<file path="config.mk">
export PLATFORM = sky130hd
export DESIGN_NAME = mem_copy_engine
export DESIGN_NICKNAME = d
export VERILOG_FILES = /design/src/rtl/mem_pkg.sv /design/src/rtl/mem_range_check.sv /design/src/rtl/mem_copy_engine.sv
export SDC_FILE = /design/constraint.sdc
export NUM_CORES = 1
export LEC_CHECK = 0
export BUFFER_PORTS_ARGS = -buffer_cell sky130_fd_sc_hd__buf_4
export CORE_ASPECT_RATIO = 0.8
export CORE_UTILIZATION = 25
export CTS_CLUSTER_SIZE = 24
export DETAILED_ROUTE_END_ITERATION = 8
export SKIP_LAST_GASP = 1
export SLEW_MARGIN = 30
export SYNTH_ARGS = -nofsm -noshare
export SYNTH_HDL_FRONTEND = slang
export SYNTH_SLANG_ARGS = --single-unit
</file>
<file path="constraint.sdc">
create_clock -name clock -period 6.8 [get_ports clock]
set_input_delay 1.02 -clock clock [delete_from_list [all_inputs] [get_ports clock]]
set_output_delay 1.02 -clock clock [all_outputs]
set_load 0.01 [all_outputs]
</file>
<file path="src/rtl/mem_pkg.sv">
// Shared definitions for the memory copy engine: default widths, memory size, FSM states.
package mem_pkg;

  localparam int unsigned DEF_ADDR_W    = 32;
  localparam int unsigned DEF_DATA_W    = 32;
  localparam int unsigned DEF_LEN_W     = 16;
  localparam int unsigned DEF_MEM_WORDS = 6536;

  typedef enum logic [2:0] {
    ST_IDLE,
    ST_CHECK,
    ST_RD,
    ST_WR,
    ST_DONE,
    ST_ERR
  } state_t;

endpackage

</file>
<file path="src/rtl/mem_range_check.sv">
// Combinational job qualification: bounds check and copy direction for a latched job.
module mem_range_check
  import mem_pkg::*;
#(
  parameter int unsigned ADDR_W    = DEF_ADDR_W,
  parameter int unsigned LEN_W     = DEF_LEN_W,
  parameter int unsigned MEM_WORDS = DEF_MEM_WORDS
) (
  input  logic [ADDR_W-1:0] src,
  input  logic [ADDR_W-1:0] dst,
  input  logic [LEN_W-1:0]  len,
  output logic              range_err,
  output logic              overlap_desc
);

  localparam int unsigned XW = ADDR_W + 1;

  logic [XW-1:0] src_end;
  logic [XW-1:0] dst_end;
  logic [XW-1:0] limit;

  // One extra bit so src+len never wraps back into the legal range.
  always_comb begin
    limit        = XW'(MEM_WORDS);
    src_end      = XW'(src) + XW'(len);
    dst_end      = XW'(dst) + XW'(len);
    range_err    = (src_end > limit) || (dst_end > limit);
    overlap_desc = (dst > src) && (XW'(dst) < src_end);
  end

endmodule

</file>
<file path="src/rtl/mem_copy_engine.sv">
// Word copy initiator on the data-memory port: one read then one write per word,
// descending when the destination overlaps the tail of the source.
module mem_copy_engine
  import mem_pkg::*;
#(
  parameter int unsigned ADDR_W    = DEF_ADDR_W,
  parameter int unsigned DATA_W    = DEF_DATA_W,
  parameter int unsigned LEN_W     = DEF_LEN_W,
  parameter int unsigned MEM_WORDS = DEF_MEM_WORDS
) (
  input  logic              clock,
  input  logic              reset,
  input  logic              start,
  input  logic [ADDR_W-1:0] src_addr,
  input  logic [ADDR_W-1:0] dst_addr,
  input  logic [LEN_W-1:0]  length,
  input  logic              abort,
  output logic              busy,
  output logic              done,
  output logic              error,
  output logic [LEN_W-1:0]  words_done,
  output logic              mem_read,
  output logic              mem_write,
  output logic [ADDR_W-1:0] mem_address,
  output logic [DATA_W-1:0] mem_datain,
  input  logic [DATA_W-1:0] mem_dataout
);

  state_t            state;
  logic [ADDR_W-1:0] job_src;
  logic [ADDR_W-1:0] job_dst;
  logic [LEN_W-1:0]  job_len;
  logic [ADDR_W-1:0] cur_src;
  logic [ADDR_W-1:0] cur_dst;
  logic              desc;

  logic              range_err;
  logic              overlap_desc;
  logic [ADDR_W-1:0] first_src;
  logic [ADDR_W-1:0] first_dst;
  logic [ADDR_W-1:0] src_nxt;
  logic [ADDR_W-1:0] dst_nxt;
  logic              last_word;

  mem_range_check #(
    .ADDR_W   (ADDR_W),
    .LEN_W    (LEN_W),
    .MEM_WORDS(MEM_WORDS)
  ) u_range_check (
    .src         (job_src),
    .dst         (job_dst),
    .len         (job_len),
    .range_err   (range_err),
    .overlap_desc(overlap_desc)
  );

  // Start addresses for the chosen direction and the per-word address step.
  always_comb begin
    first_src = job_src;
    first_dst = job_dst;
    if (overlap_desc) begin
      first_src = job_src + ADDR_W'(job_len) - ADDR_W'(1);
      first_dst = job_dst + ADDR_W'(job_len) - ADDR_W'(1);
    end
    src_nxt   = desc ? cur_src - ADDR_W'(1) : cur_src + ADDR_W'(1);
    dst_nxt   = desc ? cur_dst - ADDR_W'(1) : cur_dst + ADDR_W'(1);
    last_word = (words_done + LEN_W'(1)) == job_len;
  end

  // Write data is the memory's registered read word, which it holds while read is low.
  assign mem_datain = mem_write ? mem_dataout : DATA_W'(0);

  always_ff @(posedge clock) begin
    if (reset) begin
      state       <= ST_IDLE;
      busy        <= 1'b0;
      done        <= 1'b0;
      error       <= 1'b0;
      words_done  <= LEN_W'(0);
      mem_read    <= 1'b0;
      mem_write   <= 1'b0;
      mem_address <= ADDR_W'(0);
      job_src     <= ADDR_W'(0);
      job_dst     <= ADDR_W'(0);
      job_len     <= LEN_W'(0);
      cur_src     <= ADDR_W'(0);
      cur_dst     <= ADDR_W'(0);
      desc        <= 1'b0;
    end else begin
      done      <= 1'b0;
      error     <= 1'b0;
      mem_read  <= 1'b0;
      mem_write <= 1'b0;
      case (state)
        ST_IDLE: begin
          if (start) begin
            job_src    <= src_addr;
            job_dst    <= dst_addr;
            job_len    <= length;
            words_done <= LEN_W'(0);
            busy       <= 1'b1;
            state      <= ST_CHECK;
          end
        end
        ST_CHECK: begin
          if (abort) begin
            busy  <= 1'b0;
            state <= ST_IDLE;
          end else if (job_len == LEN_W'(0)) begin
            done  <= 1'b1;
            state <= ST_DONE;
          end else if (range_err) begin
            error <= 1'b1;
            state <= ST_ERR;
          end else begin
            desc        <= overlap_desc;
            cur_src     <= first_src;
            cur_dst     <= first_dst;
            mem_read    <= 1'b1;
            mem_address <= first_src;
            state       <= ST_RD;
          end
        end
        ST_RD: begin
          if (abort) begin
            busy  <= 1'b0;
            state <= ST_IDLE;
          end else begin
            mem_write   <= 1'b1;
            mem_address <= cur_dst;
            state       <= ST_WR;
          end
        end
        ST_WR: begin
          // The write in flight always lands; abort only stops the next read.
          words_done <= words_done + LEN_W'(1);
          cur_src    <= src_nxt;
          cur_dst    <= dst_nxt;
          if (abort) begin
            busy  <= 1'b0;
            state <= ST_IDLE;
          end else if (last_word) begin
            done  <= 1'b1;
            state <= ST_DONE;
          end else begin
            mem_read    <= 1'b1;
            mem_address <= src_nxt;
            state       <= ST_RD;
          end
        end
        ST_DONE, ST_ERR: begin
          busy  <= 1'b0;
          state <= ST_IDLE;
        end
        default: begin
          busy  <= 1'b0;
          state <= ST_IDLE;
        end
      endcase
    end
  end

endmodule

</file>
==> out/metrics.csv, run 1 <==
metric,value,unit
status,finished clean,
router iterations before antenna repair,6,
prevailing post-synth register cell,dfxtp_1,
Final Setup Violations,0,
number of I/O port buffers,200,
RSZ-0062 raised after global routing,false,
die height,256.2,microns
routed vias,20720,
GRT Util Overall,0.1887,
number of global-route vias before repair,19480,
cell row count,92,
skew final,0.01501,ns
Post-synth EDFFs,0,
Post CTS Setup Buffer Count,0,
first-pass GRT wire length,119.9,mm
crit-path max cell delay,0.58,ns
clock slew at reported path FFs,0.07,ns
Area Overhead vs Synth,17.98,%
pwr/cell area,200.2,mW/mm^2
met3 usage in global routing,0.04123,
TNS Setup,0,ns
Final Slew Violations,0,
Detail Route Antenna Nets,0,
FILL cells,8562,
part of the cycle the worst path needs,0.8933,
share of layout cells above drive strength 1,0.1144,
Post-Syn Instances,2681,
Post-Syn Area per Cell,7.533,sq um
post-synthesis sequential area ratio,0.1992,
initial antenna violation count,1,
RePlAce Congestion,0.9915,
GR Util met1,0.2706,
largest net degree at the start of global routing,82,
number of distinct library cells after synthesis,76,
Root Driver,clkbuf_16,
met2 Use GR,0.2707,
Core ar.,0.07931,sq mm
Max-Cap Viols,0,
final net count,3249,
I/O Pins,201,
CTS buffer count,25,
DP Wirelength,62.84,mm
GRT Max-Usage Layer,met2,
CP Capture Type,flop,
worst-margin pin slew,0.9515,ns
Critical Path Fanout Max,61,
Post-synth ARST share,0,
Worst slew margin,0.3643,
PostCTS Resize Cnt,0,
min Tclk post-route,6.074,ns
yosys warns,0,
CTS Sinks,201,
total grt overflow,0,
WP data required,7.26,ns
hold buffer count at CTS,0,
Antenna diodes,0,
Routed WL,79.81,mm
Starting Density,0.2546,
HP Class,reg -> reg,
Post-Syn Nets,3079,
Die X-Extent,319.8,microns
vias per cell,5.311,
"FF+latch count, synth",201,
Initial DRC Count,1953,
Max clock buf depth,3,
H-tree depth,1,
Worst EP arrival,6.53,ns
slowest CP cell,or4_1,
Final Hold Vio Count,0,
die footprint,0.08193,sq mm
static leakage,0.01062,uW
Overall Power,4770,uW
Clock Latency Late Sink,0.56,ns
mapped cell area,0.02020,sq mm
kind of critical path,reg -> reg,
CTS tree,built,
CP startpoint kind,flop,
worst-case vdd ir drop,0.1860,mV
DRC Markers,0,
crit path cell chain,inv_1 -> ha_1 -> o21ai_0 -> o21a_1 -> o21a_1 -> or4_1 -> a31oi_1 -> xnor2_1 -> ha_1 -> a21o_1 -> a21oi_1 -> o21ai_0 -> a2111oi_0 -> nand4_1 -> o21ai_4 -> buf_12 -> mux2i_1 -> nand2_1 -> a32o_1,
maximum clock frequency,164.6,MHz
drt wl/cell,20.45,microns
[worst max-delay path, delay by kind of cell, from the launching register on]
kind / cells / cell delay, ns
AO/OA/AOI/OAI: 10 / 2.44
AND/OR/NAND/NOR: 3 / 0.89
adder cells (fa/ha/maj): 2 / 0.84
flip-flops: 1 / 0.53
buffers and inverters: 2 / 0.52
XOR/XNOR: 1 / 0.35
multiplexers: 1 / 0.35
[stage by stage]
step / cells / util / hold WS (ns) / worst slack (ns) / area, sq um
floorplan: 2681 / - / 0.4484 / 1.651 / 20200
global placement: 3858 / 0.2903 / 0.4550 / 1.009 / 23030
detailed placement: 3858 / 0.2903 / 0.4628 / 0.8960 / 23030
CTS: 3902 / 0.3004 / 0.4792 / 0.9059 / 23830
global route: 3902 / 0.3004 / 0.4971 / 0.4510 / 23830
finish: 3902 / 0.3004 / 0.4769 / 0.7259 / 23830
[synth_stat cells, drive strengths merged, types with 6 or more instances]
cell | n | area (sq um)
a211o | 11 | 96.34
nand2 | 394 | 1479
ha | 276 | 3453
nor2 | 157 | 589.3
inv | 182 | 683.2
and4 | 8 | 70.07
and3 | 16 | 100.1
fa | 6 | 120.1
buf | 15 | 96.34
o211ai | 30 | 230.2
a32o | 62 | 620.6
xnor2 | 126 | 1104
a221oi | 7 | 67.56
and2 | 41 | 256.5
o21bai | 20 | 150.1
a31oi | 28 | 175.2
o31a | 7 | 61.31
a22oi | 11 | 82.58
nand4 | 23 | 143.9
a211oi | 39 | 305.3
dfxtp | 201 | 4024
mux2i | 40 | 400.4
o21ai | 136 | 680.7
a221o | 9 | 90.09
o21a | 28 | 210.2
o31ai | 20 | 150.1
xor2 | 49 | 429.2
o2111ai | 6 | 52.55
a21boi | 8 | 60.06
a21oi | 279 | 1396
nand2b | 23 | 143.9
a311oi | 6 | 52.55
nand3 | 57 | 285.3
clkbuf | 95 | 356.6
nor2b | 10 | 62.56
or4 | 7 | 56.30
or3 | 8 | 50.05
nor3 | 50 | 250.2
nor4 | 20 | 125.1
a21o | 65 | 488.0
a2111oi | 12 | 123.9
a22o | 15 | 131.4
[registers in the layout (all words and copies together) (netlist names)]
name         count
busy             1
cur_dst         32
cur_src         32
desc             1
done             1
error            1
job_dst         32
job_len         16
job_src         32
mem_address     32
mem_read         1
mem_write        1
state            3
words_done      16
[area by class of cell]
cell class / instances / area [sq um] / share of cell area
Inverter: 183 / 686.9 / 0.02883
Timing Repair Buffer: 253 / 1937 / 0.08129
Sequential cell: 201 / 4026 / 0.1690
Multi-Input combinational cell: 2187 / 15080 / 0.6331
Tap cell: 1034 / 1294 / 0.05430
Clock inverter: 13 / 130.1 / 0.005461
Clock buffer: 31 / 668.1 / 0.02804
[power breakdown]
part / total (uW) / internal, uW / switching [uW]
Sequential: 1330 / 1230 / 91.5
Combinational: 2070 / 819 / 1250
Clock: 1370 / 773 / 600
Total: 4770 / 2830 / 1940
[cells in the final DEF (no fill, tap or decap), types with 29 or more instances in the layout]
cell / synthesis / final
nor3_1: 50 / 49
o211ai_1: 29 / 29
a21oi_1: 279 / 279
a32o_1: 62 / 62
xnor2_1: 126 / 126
ha_1: 276 / 276
nor2_1: 157 / 155
buf_4: 2 / 250
mux2i_1: 40 / 40
inv_1: 182 / 181
nand3_1: 57 / 57
nand2_1: 394 / 393
o21ai_0: 136 / 135
a21o_1: 65 / 65
xor2_1: 49 / 49
a211oi_1: 38 / 38
and2_1: 41 / 40
dfxtp_1: 201 / 199
[final timing paths]
| path | slack (ns) | cells after the start | end | from |
|---|---|---|---|---|
| worst min-delay path | 0.48 | 1 | cur_src[6]$_SDFFE_PP0P_ | cur_src[6]$_SDFFE_PP0P_ |
| worst max-delay path | 0.73 | 19 | mem_address[9]$_SDFFE_PP0P_ | job_len[3]$_SDFFE_PP0P_ |
| worst min register to register | 0.48 | 1 | cur_src[6]$_SDFFE_PP0P_ | cur_src[6]$_SDFFE_PP0P_ |
| worst max register to register | 0.73 | 19 | mem_address[9]$_SDFFE_PP0P_ | job_len[3]$_SDFFE_PP0P_ |
[per-layer routing]
layer / share of wire / wire (microns) / up-vias
met2: 0.39 / 31510 / 857
met5: 0.00011 / 9 / -
met4: 0.043 / 3405 / 2
li1: - / - / 10070
met1: 0.46 / 37050 / 9678
met3: 0.098 / 7831 / 120
[logic make-up (layout without fill, tap and decap cells)]
logic type      count (synthesis)  count (layout)  share of synthesized area
xor+xnor                      175             175                    0.07589
buf+inv                       293             480                    0.05644
compound gates                850             850                     0.2818
fa+ha+maj                     282             282                     0.1769
simple gates                  835             835                     0.1870
flops                         201             201                     0.1992
mux                            45              45                    0.02261
Power figures use the tool's default switching activity.
==> run 2: changes to the inputs <==
- PLACE_DENSITY: unset -> 0.51
==> out/metrics.csv, run 2 (synthesis gave the netlist of run 1 again) <==
metric,value,unit
Root Driver,clkbuf_16,
most frequent cells in the layout,"393 x nand2_1, 279 x a21oi_1, 276 x ha_1, 249 x buf_4, 200 x dfxtp_1",
Core ar.,0.07931,sq mm
drt wl/cell,21.14,microns
part of the cycle the worst path needs,0.9369,
CP bufs+invs,2,
number of global-route vias before repair,19280,
slowest CP cell,dfxtp_1,
CTS buffer count,27,
status,finished clean,
first-pass GRT wire length,122.7,mm
CP Capture Type,flop,
Worst slew margin,0.3338,
crit path cell chain,inv_1 -> ha_1 -> a211oi_1 -> o21a_1 -> o21a_1 -> nor4_1 -> o21ai_0 -> xnor2_1 -> ha_1 -> a21o_1 -> a21o_1 -> a21oi_1 -> o21ai_0 -> a2111oi_0 -> nand4_1 -> o21ai_4 -> buf_12 -> mux2i_1 -> nand2_1 -> a32o_1,
final net count,3251,
hold buffer count at CTS,0,
worst-margin pin slew,0.9970,ns
Starting Density,0.2546,
clock slew at reported path FFs,0.07,ns
clock group share of total power,0.313,
Post CTS Setup Buffer Count,0,
CTS Sinks,201,
Area Overhead vs Synth,18.77,%
Max clock buf depth,3,
skew final,0.01509,ns
min Tclk post-route,6.371,ns
die height,256.2,microns
DP Wirelength,65.26,mm
Routed WL,82.61,mm
HP Class,reg -> reg,
Finished Cell Area,0.02399,sq mm
cell row count,92,
maximum clock frequency,157.0,MHz
total grt overflow,0,
TNS Setup,0,ns
routed vias,20800,
Sw Share,0.3972,
Max-Cap Viols,0,
router iterations before antenna repair,6,
RSZ-0062 raised after global routing,false,
Clock Latency Late Sink,0.58,ns
Comb power frac,0.416,
Final Hold Vio Count,0,
CP startpoint kind,flop,
RePlAce Congestion,0.9397,
Final Slew Violations,0,
Initial DRC Count,2032,
Worst EP arrival,6.84,ns
share of layout cells above drive strength 1,0.1173,
hold_ws,0.4745,ns
Antenna diodes,0,
Post-DP Area,0.02304,sq mm
number of I/O port buffers,200,
Detail Route Antenna Nets,0,
static leakage,0.01069,uW
die footprint,0.08193,sq mm
WP data required,7.27,ns
GRT Util Overall,0.1950,
initial antenna violation count,1,
Critical Path Fanout Max,22,
PostCTS Resize Cnt,0,
"commonest non-fill, non-tap cell in the layout",nand2_1,
CTS tree,built,
DRC Markers,0,
vias per cell,5.324,
H-tree depth,1,
net switching power,1960,uW
crit-path max cell delay,0.62,ns
worst-case vdd ir drop,0.1939,mV
pwr/cell area,205.7,mW/mm^2
Die X-Extent,319.8,microns
Final Setup Violations,0,
largest net degree at the start of global routing,75,
Pint,2974,uW
sequential share of power,0.270,
I/O Pins,201,
kind of critical path,reg -> reg,
CP top delay family,compound AO/OA/AOI/OAI gates,
[run 2: final timing paths]
kind | from | endpoint | slack, ns | cells after the start
worst max register to register | job_len[1]$_SDFFE_PP0P_ | cur_src[25]$_SDFFE_PP0P_ | 0.43 | 20
worst min-delay path | mem_address[27]$_SDFFE_PP0P_ | mem_address[27]$_SDFFE_PP0P_ | 0.47 | 1
worst min register to register | mem_address[27]$_SDFFE_PP0P_ | mem_address[27]$_SDFFE_PP0P_ | 0.47 | 1
worst max-delay path | job_len[1]$_SDFFE_PP0P_ | cur_src[25]$_SDFFE_PP0P_ | 0.43 | 20
[run 2: final cells by class]
type	count	area [sq um]
Fill cell	8596	55330
Multi-Input combinational cell	2187	15100
Sequential cell	201	4025
Timing Repair Buffer	253	1949
Tap cell	1034	1294
Clock buffer	32	724.4
Inverter	183	686.9
Clock inverter	17	210.2
[run 2: routing by layer]
metal / track usage / share of wire / wire [microns] / vias to the layer above
met2: 0.2934 / 0.41 / 34270 / 762
met3: 0.03112 / 0.078 / 6410 / 80
met1: 0.2833 / 0.48 / 39580 / 9893
met5: 0 / 0 / 0 / -
li1: - / - / - / 10070
met4: 0.05462 / 0.028 / 2344 / 0
[run 2: metrics by stage]
| stage | cells | setup slack, ns | utilization | power [uW] |
|---|---|---|---|---|
| 2_1_floorplan | 2681 | 1.651 | - | 2742 |
| 3_3_place_gp | 3858 | 0.6712 | 0.2905 | 3378 |
| 3_5_place_dp | 3858 | 0.5700 | 0.2906 | 3375 |
| 4_1_cts | 3907 | 0.5651 | 0.3023 | 4943 |
| 5_1_grt | 3907 | 0.1425 | 0.3024 | 5222 |
| 6_report | 3907 | 0.4292 | 0.3024 | 4934 |
[run 2: power groups by stage]
stage / sequential, uW / clock (uW) / combinational [uW]
CTS: 1330 / 1580 / 2030
global placement: 1360 / 0 / 2020
global route: 1340 / 1620 / 2270
detailed placement: 1360 / 0 / 2020
floorplan: 1320 / 0 / 1430
finish: 1330 / 1540 / 2050
==> run 3: changes to the inputs <==
- CTS_BUF_LIST: unset -> sky130_fd_sc_hd__clkbuf_8
==> out/metrics.csv, run 3 (synthesis gave the netlist of run 1 again) <==
metric,value,unit
WP data required,7.35,ns
CTS buffer count,40,
CP Capture Type,flop,
H-tree depth,2,
net switching power,1952,uW
CP Launch Point,job_len[1]$_SDFFE_PP0P_,
total grt overflow,0,
clock group share of total power,0.277,
HP Start,mem_address[27]$_SDFFE_PP0P_,
Comb power frac,0.438,
Core ar.,0.07931,sq mm
number of I/O port buffers,200,
Initial DRC Count,2006,
drt wl/cell,21.17,microns
Final Hold Vio Count,0,
kind of critical path,reg -> reg,
Sw Share,0.4166,
CP top delay family,compound AO/OA/AOI/OAI gates,
HP Class,reg -> reg,
Die X-Extent,319.8,microns
status,finished clean,
CP bufs+invs,2,
GRT Util Overall,0.1966,
Clock Latency Late Sink,0.62,ns
Final Setup Violations,0,
initial antenna violation count,0,
Finished Cell Area,0.02385,sq mm
part of the cycle the worst path needs,0.9299,
routed vias,20940,
M1 WL,40.31,mm
share of layout cells above drive strength 1,0.1209,
crit path cell chain,inv_1 -> ha_1 -> a211oi_1 -> o21a_1 -> o21a_1 -> nor4_1 -> o21ai_0 -> xnor2_1 -> ha_1 -> a21o_1 -> a21o_1 -> a21oi_1 -> o21ai_0 -> a2111oi_0 -> nand4_1 -> o21ai_4 -> buf_4 -> mux2_2 -> a22oi_1 -> a22o_1,
PostCTS Resize Cnt,0,
Routed WL,83.21,mm
Worst slew margin,0.3232,
CTS Sinks,201,
Final Slew Violations,0,
Layout Cells excl Fill,3931,
crit-path max cell delay,0.62,ns
min Tclk post-route,6.323,ns
Pint,2733,uW
DP Wirelength,65.26,mm
Max clock buf depth,3,
I/O Pins,201,
clock slew at reported path FFs,0.06,ns
skew final,0.03151,ns
final net count,3264,
Worst EP arrival,6.88,ns
vias per cell,5.327,
largest net degree at the start of global routing,75,
first-pass GRT wire length,123.3,mm
Post-DP Area,0.02304,sq mm
Critical Path Fanout Max,11,
Starting Density,0.2546,
Area Overhead vs Synth,18.08,%
DR top layer,met4,
WL met2,34.36,mm
die footprint,0.08193,sq mm
maximum clock frequency,158.1,MHz
cell row count,92,
most frequent cells in the layout,"393 x nand2_1, 279 x a21oi_1, 276 x ha_1, 249 x buf_4, 200 x dfxtp_1",
worst-case vdd ir drop,0.1015,mV
CTS tree,built,
DRC Markers,0,
die height,256.2,microns
worst-margin pin slew,1.013,ns
hold buffer count at CTS,0,
Cell Count Post-Placement,3858,
RePlAce Congestion,0.9397,
TNS Setup,0,ns
static leakage,0.01070,uW
router iterations before antenna repair,6,
CP startpoint kind,flop,
pwr/cell area,196.4,mW/mm^2
Max-Cap Viols,0,
Root Driver,clkbuf_8,
Post CTS Setup Buffer Count,0,
Detail Route Antenna Nets,0,
slowest CP cell,dfxtp_1,
met3 WL,6.110,mm
Reg-to-Reg Start,job_len[1]$_SDFFE_PP0P_,
RSZ-0062 raised after global routing,false,
"commonest non-fill, non-tap cell in the layout",nand2_1,
sequential share of power,0.285,
number of global-route vias before repair,19350,
-- run 3: cell types whose count changed in the layout (fill, tap and decap cells not counted) --
| cell | before | now |
|---|---|---|
| inv_6 | 3 | 1 |
| clkbuf_8 | 3 | 51 |
| clkinv_2 | 5 | 8 |
| clkbuf_1 | 2 | 0 |
| inv_1 | 181 | 192 |
| bufinv_16 | 4 | 0 |
| clkinvlp_4 | 4 | 0 |
| diode_2 | 0 | 2 |
| clkinv_4 | 1 | 0 |
| clkbuf_16 | 27 | 0 |
-- run 3: path summary, 6_finish.rpt --
check                                      end  slack [ns]  depth (start not counted)
hold / removal    mem_address[27]$_SDFFE_PP0P_        0.47                          1
setup reg to reg  mem_address[30]$_SDFFE_PP0P_        0.48                         20
setup / recovery  mem_address[30]$_SDFFE_PP0P_        0.48                         20
hold reg to reg   mem_address[27]$_SDFFE_PP0P_        0.47                          1
-- run 3: through the flow --
| step | hold slack, ns | worst slack [ns] | power [uW] | utilization |
|---|---|---|---|---|
| floorplan | 0.4484 | 1.651 | 2742 | - |
| global placement | 0.4608 | 0.6712 | 3378 | 0.2905 |
| detailed placement | 0.4633 | 0.5700 | 3375 | 0.2906 |
| CTS | 0.4794 | 0.5497 | 4702 | 0.3005 |
| global route | 0.4956 | 0.1386 | 4987 | 0.3006 |
| finish | 0.4727 | 0.4766 | 4684 | 0.3007 |
-- run 3: final cells by class --
class	instances	area, sq um
diodes	2	5.005
repair buffers	253	1949
flip-flops and latches	201	4025
fillers	8623	55460
clock buffers	51	701.9
well taps	1034	1294
clock inverters	20	90.09
multi-input cells	2187	15100
inverters	183	686.9
-- run 3: per-layer routing --
metal	vias up	track usage
li1	10090	-
met1	10000	0.2865
met2	755	0.2928
met3	95	0.03207
met4	0	0.05876
met5	-	0
-- run 3: power by group through the flow --
stage          logic (uW)  clock network, uW  registers, uW
2_1_floorplan        1430                  0           1320
3_3_place_gp         2020                  0           1360
3_5_place_dp         2020                  0           1360
4_1_cts              2030               1340           1330
5_1_grt              2270               1380           1340
6_report             2050               1300           1340
